## src/rtl/key_schedule_192_seq_pkg.sv

```systemverilog
// Shared types, constants and helper functions for the sequential AES-192 key schedule.
//   word_t            : one 32-bit key-schedule word
//   grp_t             : six packed words, word 0 in the top bits
//   ks192_state_t     : controller state {IDLE, EMIT}
//   rot_word/sub_word : AES word rotation and S-box substitution
//   get_new_keys_192  : next six expanded words from the previous six
package key_schedule_192_seq_pkg;

    localparam int NUM_RK    = 13;
    localparam int GRP_WORDS = 6;
    localparam int WIN_WORDS = 2 * GRP_WORDS;

    localparam logic [3:0] LAST_RK = 4'(NUM_RK - 1);

    typedef logic [31:0]              word_t;
    typedef logic [GRP_WORDS*32-1:0]  grp_t;

    typedef enum logic {
        IDLE = 1'b0,
        EMIT = 1'b1
    } ks192_state_t;

    // Indexed directly by the 4-bit round number; index 0 and 11..15 are unused.
    localparam word_t rcon_vals [16] = '{
        32'h0000_0000, 32'h0100_0000, 32'h0200_0000, 32'h0400_0000,
        32'h0800_0000, 32'h1000_0000, 32'h2000_0000, 32'h4000_0000,
        32'h8000_0000, 32'h1b00_0000, 32'h3600_0000, 32'h0000_0000,
        32'h0000_0000, 32'h0000_0000, 32'h0000_0000, 32'h0000_0000
    };

    function automatic logic [7:0] gf_mul(input logic [7:0] a, input logic [7:0] b);
        logic [7:0] p;
        logic [7:0] aa;
        p  = 8'h00;
        aa = a;
        for (int i = 0; i < 8; i++) begin
            if (b[i]) p = p ^ aa;
            aa = {aa[6:0], 1'b0} ^ (aa[7] ? 8'h1b : 8'h00);
        end
        return p;
    endfunction

    // S-box computed as a^254 (multiplicative inverse, 0 -> 0) followed by the affine map.
    function automatic logic [7:0] sbox(input logic [7:0] a);
        logic [7:0] sq;
        logic [7:0] inv;
        sq  = a;
        inv = 8'h01;
        for (int i = 1; i < 8; i++) begin
            sq  = gf_mul(sq, sq);
            inv = gf_mul(inv, sq);
        end
        return inv ^ {inv[6:0], inv[7]} ^ {inv[5:0], inv[7:6]}
                   ^ {inv[4:0], inv[7:5]} ^ {inv[3:0], inv[7:4]} ^ 8'h63;
    endfunction

    function automatic word_t rot_word(input word_t w);
        return {w[23:0], w[31:24]};
    endfunction

    function automatic word_t sub_word(input word_t w);
        return {sbox(w[31:24]), sbox(w[23:16]), sbox(w[15:8]), sbox(w[7:0])};
    endfunction

    // Only the first word of a group sees the rotate/substitute/rcon term; the rest chain.
    function automatic grp_t get_new_keys_192(input grp_t prev_grp, input logic [3:0] round);
        grp_t  nxt;
        word_t carry;
        word_t w;
        carry = sub_word(rot_word(prev_grp[31:0])) ^ rcon_vals[round];
        for (int i = 0; i < GRP_WORDS; i++) begin
            w = prev_grp[GRP_WORDS*32-1-32*i -: 32] ^ carry;
            nxt[GRP_WORDS*32-1-32*i -: 32] = w;
            carry = w;
        end
        return nxt;
    endfunction

endpackage

```

## src/rtl/key_schedule_192_seq_if.sv

```systemverilog
// Key-in / round-key-out bundle for key_schedule_192_seq.
//   Both channels use valid/ready: a transfer happens on a rising clk edge where valid
//   and ready are both high; the sender holds its payload stable while valid && !ready.
//   slave  : the key schedule (consumes key_in, produces rk_*, busy, done)
//   master : the environment (produces key_in, consumes round keys)
interface key_schedule_192_seq_if;
    logic [191:0] key_in;
    logic         key_valid;
    logic         key_ready;
    logic [127:0] rk_data;
    logic [3:0]   rk_idx;
    logic         rk_valid;
    logic         rk_ready;
    logic         busy;
    logic         done;

    modport slave (
        input  key_in, key_valid, rk_ready,
        output key_ready, rk_data, rk_idx, rk_valid, busy, done
    );

    modport master (
        output key_in, key_valid, rk_ready,
        input  key_ready, rk_data, rk_idx, rk_valid, busy, done
    );
endinterface

```

## src/rtl/key_schedule_192_seq_expand.sv

```systemverilog
// Combinational one-step AES-192 expansion: six words in, next six words out.
//   grp_in   : previous group, word 0 in [191:160]
//   round    : rcon index for this step
//   grp_out  : next group, same word ordering
module key_schedule_192_seq_expand
    import key_schedule_192_seq_pkg::*;
(
    input  grp_t       grp_in,
    input  logic [3:0] round,
    output grp_t       grp_out
);
    assign grp_out = get_new_keys_192(grp_in, round);
endmodule

```

## src/rtl/key_schedule_192_seq.sv

```systemverilog
// Sequential AES-192 key schedule. Takes a 192-bit key and streams the 13 round keys,
// one per accepted handshake, regrouping 6-word expansion groups through a 12-word window.
//   clk, rst_n : clock and synchronous active-low reset
//   bus        : key input and round-key output channels (slave side)
//   state_dbg  : current controller state
module key_schedule_192_seq
    import key_schedule_192_seq_pkg::*;
(
    input  logic                          clk,
    input  logic                          rst_n,
    key_schedule_192_seq_if.slave         bus,
    output ks192_state_t                  state_dbg
);
    ks192_state_t state, state_nxt;

    word_t      win [WIN_WORDS];
    logic [2:0] offset;
    logic [3:0] iter;
    logic [3:0] rk_idx;
    logic       done_q;

    logic key_hs;
    logic rk_hs;
    logic last_hs;

    grp_t       exp_in;
    grp_t       exp_out;
    logic [3:0] exp_round;
    logic [127:0] rk_data_c;

    assign key_hs  = (state == IDLE) && bus.key_valid;
    assign rk_hs   = (state == EMIT) && bus.rk_ready;
    assign last_hs = rk_hs && (rk_idx == LAST_RK);

    // The single expander is shared: in IDLE it extends the incoming key, in EMIT it
    // extends the newer half of the window.
    always_comb begin
        exp_in = bus.key_in;
        if (state == EMIT) begin
            for (int i = 0; i < GRP_WORDS; i++) begin
                exp_in[GRP_WORDS*32-1-32*i -: 32] = win[GRP_WORDS + i];
            end
        end
        exp_round = (state == IDLE) ? 4'd1 : iter;
    end

    key_schedule_192_seq_expand u_expand (
        .grp_in  (exp_in),
        .round   (exp_round),
        .grp_out (exp_out)
    );

    // State register
    always_ff @(posedge clk) begin
        if (!rst_n) state <= IDLE;
        else        state <= state_nxt;
    end

    // Next-state logic
    always_comb begin
        state_nxt = state;
        case (state)
            IDLE:    if (key_hs)  state_nxt = EMIT;
            EMIT:    if (last_hs) state_nxt = IDLE;
            default: state_nxt = IDLE;
        endcase
    end

    // Output logic
    always_comb begin
        bus.key_ready = (state == IDLE);
        bus.rk_valid  = (state == EMIT);
        bus.busy      = (state == EMIT);
    end

    // offset is at most 4 here, so offset+3 stays inside the 12-word window.
    always_comb begin
        rk_data_c = '0;
        for (int j = 0; j < 4; j++) begin
            rk_data_c[127-32*j -: 32] = win[{1'b0, offset} + 4'(j)];
        end
    end

    always_ff @(posedge clk) begin
        if (!rst_n) begin
            for (int i = 0; i < WIN_WORDS; i++) win[i] <= '0;
            offset <= '0;
            iter   <= '0;
            rk_idx <= '0;
            done_q <= 1'b0;
        end else begin
            done_q <= last_hs;
            if (key_hs) begin
                for (int i = 0; i < GRP_WORDS; i++) begin
                    win[i]             <= bus.key_in[191-32*i -: 32];
                    win[GRP_WORDS + i] <= exp_out[191-32*i -: 32];
                end
                offset <= '0;
                rk_idx <= '0;
                iter   <= 4'd2;
            end else if (rk_hs && !last_hs) begin
                rk_idx <= rk_idx + 4'd1;
                // offset+4 >= 6 exactly when offset >= 2: slide the window by one group.
                if (offset >= 3'd2) begin
                    for (int i = 0; i < GRP_WORDS; i++) begin
                        win[i]             <= win[GRP_WORDS + i];
                        win[GRP_WORDS + i] <= exp_out[191-32*i -: 32];
                    end
                    iter   <= iter + 4'd1;
                    offset <= offset - 3'd2;
                end else begin
                    offset <= offset + 3'd4;
                end
            end
        end
    end

    assign bus.rk_data = rk_data_c;
    assign bus.rk_idx  = rk_idx;
    assign bus.done    = done_q;
    assign state_dbg   = state;

endmodule
```

## src/flat_wrapper.sv

```systemverilog
// flat-port wrapper written by rule: the top's interface ports become plain ports
module key_schedule_192_seq_flat import key_schedule_192_seq_pkg::*;
  (clk, rst_n, state_dbg, bus_key_in, bus_key_valid, bus_rk_ready, bus_key_ready, bus_rk_data, bus_rk_idx, bus_rk_valid, bus_busy, bus_done);
  key_schedule_192_seq_if bus_i ();
  input  logic clk;
  input  logic rst_n;
  output ks192_state_t state_dbg;
  input wire logic [$bits(bus_i.key_in)-1:0] bus_key_in;
  input wire logic [$bits(bus_i.key_valid)-1:0] bus_key_valid;
  input wire logic [$bits(bus_i.rk_ready)-1:0] bus_rk_ready;
  output wire logic [$bits(bus_i.key_ready)-1:0] bus_key_ready;
  output wire logic [$bits(bus_i.rk_data)-1:0] bus_rk_data;
  output wire logic [$bits(bus_i.rk_idx)-1:0] bus_rk_idx;
  output wire logic [$bits(bus_i.rk_valid)-1:0] bus_rk_valid;
  output wire logic [$bits(bus_i.busy)-1:0] bus_busy;
  output wire logic [$bits(bus_i.done)-1:0] bus_done;
  assign bus_i.key_in = bus_key_in;
  assign bus_i.key_valid = bus_key_valid;
  assign bus_i.rk_ready = bus_rk_ready;
  assign bus_key_ready = bus_i.key_ready;
  assign bus_rk_data = bus_i.rk_data;
  assign bus_rk_idx = bus_i.rk_idx;
  assign bus_rk_valid = bus_i.rk_valid;
  assign bus_busy = bus_i.busy;
  assign bus_done = bus_i.done;
  key_schedule_192_seq u_core (.clk(clk), .rst_n(rst_n), .bus(bus_i), .state_dbg(state_dbg));
endmodule
```

## config.mk

```make
export PLATFORM = sky130hd
export DESIGN_NAME = key_schedule_192_seq_flat
export DESIGN_NICKNAME = d
export VERILOG_FILES = /design/src/rtl/key_schedule_192_seq_pkg.sv /design/src/rtl/key_schedule_192_seq_if.sv /design/src/rtl/key_schedule_192_seq_expand.sv /design/src/rtl/key_schedule_192_seq.sv /design/src/flat_wrapper.sv
export SDC_FILE = /design/constraint.sdc
export NUM_CORES = 2
export LEC_CHECK = 0
export BUFFER_PORTS_ARGS = -buffer_cell sky130_fd_sc_hd__buf_4
export CAP_MARGIN = 40
export CORE_MARGIN = 1.5
export CORE_UTILIZATION = 55
export DETAILED_ROUTE_END_ITERATION = 12
export GPL_TIMING_DRIVEN = 1
export PLACE_DENSITY = 0.81
export SETUP_SLACK_MARGIN = 0.1
export SYNTH_ARGS = -nofsm -noshare
export SYNTH_HDL_FRONTEND = slang
export SYNTH_SLANG_ARGS = --single-unit
```

## constraint.sdc

```tcl
create_clock -name clk -period 24.1 [get_ports clk]
set_input_delay 3.615 -clock clk [delete_from_list [all_inputs] [get_ports clk]]
set_output_delay 3.615 -clock clk [all_outputs]
set_load 0.05 [all_outputs]
```

# Word level (Yosys, flattened, before mapping)
# Memories as Yosys holds them, arrays and structs flattened. A register that Yosys moved wholly into a read port is not among the register bits.
# Index checks and enable logic that the tools add are counted.
# classes
add_sub_neg	7
multipliers	0
n_div	0
magnitude_cmp	2
n_eq_ne	1
n_shift	0
n_mux	857
bitwise_logic	810
n_reduce_logical	10
# ops
cell	n
$mux W8	420
$xor A8 B8 Y8	380
$xor A8 B5 Y8	364
$mux W5	368
$mux W32	26
$xor A32 B32 Y32	7
$mux W192	1
$mux W4	7
$mux W7	4
$not A1 Y1 const A	28
$mux W6	4
$or A1 B1 Y1	24
$not A4 Y4	4
$mux W3	5
$mux W1	14
$mux W2	7
$add A3 B2 Y4 const B	2
$add A4 B1 Y4 const B	2
$ge A5 B5 Y1 const B	1
$not A4 Y5	1
$add A3 B1 Y4 const B	1
$eq A4 B4 Y1 const B	1
$logic_and A1 B1 Y1	4
$reduce_and A2 Y1	2
other kinds (8)	10
# word_totals
register_bits	13
latchBits	0
ramBits	384
romBits	512
out_inout_bits	137
word_cells	1695
mem_count	2
# memory_table
name	words	word_bits	rd	rd_ports_with_merged_regs	write_ports	line_no	source
(no name shown)	16	32	1	0	0	key_schedule_192_seq_pkg.sv:70	carry = sub_word(rot_word(prev_grp[31:0])) ^ rcon_vals[round];
u_core.win	12	32	10	1	12	key_schedule_192_seq.sv:16	word_t win [WIN_WORDS];

# Longest topological paths before layout
# An unclocked memory read counts as a cell.
# logic_depth
ltp_word	143
depth_mapped	78
mapped_depth_nobuf	61

# Modules after synthesis
# Synthesis repeated with hierarchy kept, for this count alone.
# hier_totals
hier_cells	9697
hier_area_um2	85090.4
# modules_own_cells
module	instances	cells_each	area_per_inst_um2	seq_area_each_um2
key_schedule_192_seq_expand	1	7926	59925.0	0.0
key_schedule_192_seq	1	1771	25165.4	11811.3

# Worst setup path after synthesis
# Ideal clock, no wire load.
# synth_timing
kind	input -> register
startpoint	in bus_key_in[23]
endpoint	mem u_core.win[10][27] (netlist bit), data pin
t_arrival_ns	19.686
setup_slack_ns	4.148
path_stages	62
n_path_buf	7
path_cell_list	buf_2 > mux2i_4 > inv_1 > ha_1 > clkbuf_1 > xnor2_1 > xnor2_1 > or3_1 > a21o_1 > nand2_1 > inv_1 > buf_2 > clkbuf_1 > ha_1 > clkbuf_1 > xnor3_1 > mux2i_1 > xnor2_2 > (+26 left out) > xor3_2 > mux2_2 > o22ai_1 > xnor3_1 > xnor2_1 > xnor2_1 > xor3_1 > buf_4 > xnor2_1 > nor2_1 > xnor3_1 > xnor2_2 > xnor3_2 > xor2_4 > xnor2_2 > xnor2_2 > xnor2_1 > nor2_1
# synth_rtl
element	line_no	source
start: declaration	flat_wrapper.sv:8	input wire logic [$bits(bus_i.key_in)-1:0] bus_key_in;
end: declaration	key_schedule_192_seq.sv:16	

==> results_dict.tcl <==
set metrics [dict create \
    status "complete, no violations" \
    cts.clk_slew.worst_paths_ns 0.07 \
    initial_core_util 0.553 \
    ant_nets 0 \
    worstPathArrival_ns 22.75 \
    maxCapViolations 0 \
    die-area_mm2 0.153 \
    crit_top_cell "xnor2_1" \
    grt_pass1_wl_um 411000 \
    clock_tree.root_cell "clkbuf_16" \
    nNetsFinal 9967 \
    finalHoldViolCount 0 \
    regArea_mm2 0.0118 \
    postCtsSetupRepairBufs 0 \
    grtUsageTotal 0.335 \
    h-tree-depth 2 \
    fp-row-count 142 \
    yosys_register_bits 398 \
    finalInstanceArea_mm2 0.0891 \
    coreArea_mm2 0.150 \
    syn_inst 9735 \
    slowest_stage "xnor3_1" \
    clock.fmax_mhz 44.6 \
    setup_viol 0 \
    postSynthAreaPerCell_um2 8.49 \
    numCtsBuffers 44 \
    cts_hold_buf 0 \
    synth_ff_type "edfxtp_1" \
    fin_crit_ns 22.44 \
    critPathKind "input pin to flop" \
    hold_class "flop to flop" \
    rsz0062_at_grt "no" \
    firstDrtPassIters 9 \
    antenna_found_initial 35 \
    synth_edf_count 384 \
    skew_ns 0.0326 \
    cts_resized 0 \
    hpwlAfterDp_um 194000 \
    crit_path_end_kind "flop" \
    drt-initial-drc-count 10155 \
    ioPinCount 333 \
    yosysWarningCount 0 \
    ys_types 125 \
    ctsLongestPathBuffers 3 \
    synthArstFlopShare 0 \
    drive_gt1_frac 0.136 \
    crit_fanout 27 \
    routabilityCongestion 0.988 \
    nFillCells 12664 \
    fin_crit_sh 0.931 \
    grt-ovfl-total 0 \
    die_h_um 391 \
    slew_violations 0 \
    cpPeakStageDelay_ns 0.98 \
    syn_area_mm2 0.0827 \
    clk_latency_ns 0.62 \
    cts_tree "built" \
    drc_errors 0 \
    fp.dieW_um 391 \
    wl_um 267000 \
    hold_ws_ns 0.529 \
    clock-sinks 398 \
    synth_seq_area_share 0.143 \
    grt_pass1_vias 71326 \
    fin_setup_tns_ns 0 \
    dr_total_vias 75618 \
    start_kind "input pin" \
    viasPerCell 6.40 \
    grt_max_degree 169 \
    synthToLayoutAreaGrowth_pct 7.78 \
    worst_slew_pin_slew_ns 1.17 \
    dpl-instance-area_mm2 0.0876 \
    slew_headroom 0.219 \
    portBuffers 332 \
    synth_nets 9960 \
    critPathRequiredTime_ns 24.42 \
    wl_per_cell_um 22.6 \
    layout_common_cells "xnor2_1, nor2_1, nand2_1, buf_4, xor2_1" \
    final_common_cell "xnor2_1" \
    multi_input_area_mm2 0.0677 \
]
-- layer usage --
layer | global-route usage | vias to the layer above | wire length, µm
li1 | - | 34014 | -
met1 | 0.443 | 36159 | 103000
met2 | 0.528 | 4638 | 121000
met3 | 0.0641 | 785 | 29500
met4 | 0.152 | 22 | 13100
met5 | 0 | - | 150
-- synth_stat cells (55+ instances only) --
cell type,instances,share of area
xnor2_1,1770,0.19
nor2_1,1578,0.072
nand2_1,746,0.034
xor2_1,549,0.058
a21oi_1,491,0.030
mux2i_1,429,0.052
clkbuf_1,406,0.018
edfxtp_1,384,0.14
xnor3_1,342,0.093
o22ai_1,304,0.023
o21ai_0,302,0.018
nor3_1,195,0.012
nand3_1,167,0.010
buf_2,142,0.0086
mux4_2,132,0.036
xnor2_2,123,0.024
inv_1,102,0.0046
buf_1,82,0.0037
nor2b_1,78,0.0059
a211oi_1,62,0.0056
a22oi_1,61,0.0055
nand2b_1,61,0.0046
a31oi_1,59,0.0045
and2_1,58,0.0044
mux2_2,55,0.0075
-- metrics by stage --
stage | utilization | instances | worst slack [ns]
final | 0.596 | 11815 | 1.66
after global routing | 0.596 | 11814 | 0.794
after CTS | 0.595 | 11785 | 1.95
after detailed placement | 0.585 | 11705 | 1.39
after global placement | 0.581 | 11640 | 0.892
after floorplan | - | 9735 | 4.15
-- worst paths after layout --
path / startpoint / endpoint / slack (ns) / cells past startpoint
setup / recovery: bus_key_in[31] / u_core.win[10][2] / 1.66 / 54
hold / removal: u_core.iter[1] / u_core.iter[1] / 0.53 / 2
setup reg to reg: u_core.bus.busy / u_core.win[10][2] / 3.57 / 54
hold reg to reg: u_core.iter[1] / u_core.iter[1] / 0.53 / 2
-- critical path: cells and delay by family --
family                   cells  cell delay (ns)
XOR/XNOR                    35            14.20
adder cells (fa/ha/maj)      2             1.24
buffers and inverters        5             1.23
multiplexers                 3             1.05
AND/OR/NAND/NOR              6             0.86
AO/OA/AOI/OAI                3             0.50
-- cell type report --
class,instances,area share
flip-flops and latches,398,0.133
inverters,131,0.00557
repair buffers,655,0.0573
clock buffers,56,0.0133
well taps,2016,0.0283
clock inverters,24,0.00299
diodes,23,0.000646
multi-input cells,8512,0.759
-- flip-flops by register name (all words and copies together) (netlist names), named ones only --
signal             count
u_core.bus.rk_idx      4
u_core.bus.done        1
u_core.bus.busy        1
u_core.offset          2
u_core.win           384
u_core.iter            4
-- cells by family after synthesis --
logic type                 after synthesis  synth area share
and+or+nand+nor                       3101             0.161
xor gates and xnor gates              2940             0.407
AOI/OAI and AO/OA                     1797             0.140
buffers and inverters                  825            0.0437
muxes                                  642             0.101
DFF                                    398             0.143
adders and majority gates               32           0.00475
Power is left out: the tool's default activity adds up to more than one toggle a clock period on the data nets, which glitch-free logic cannot reach.
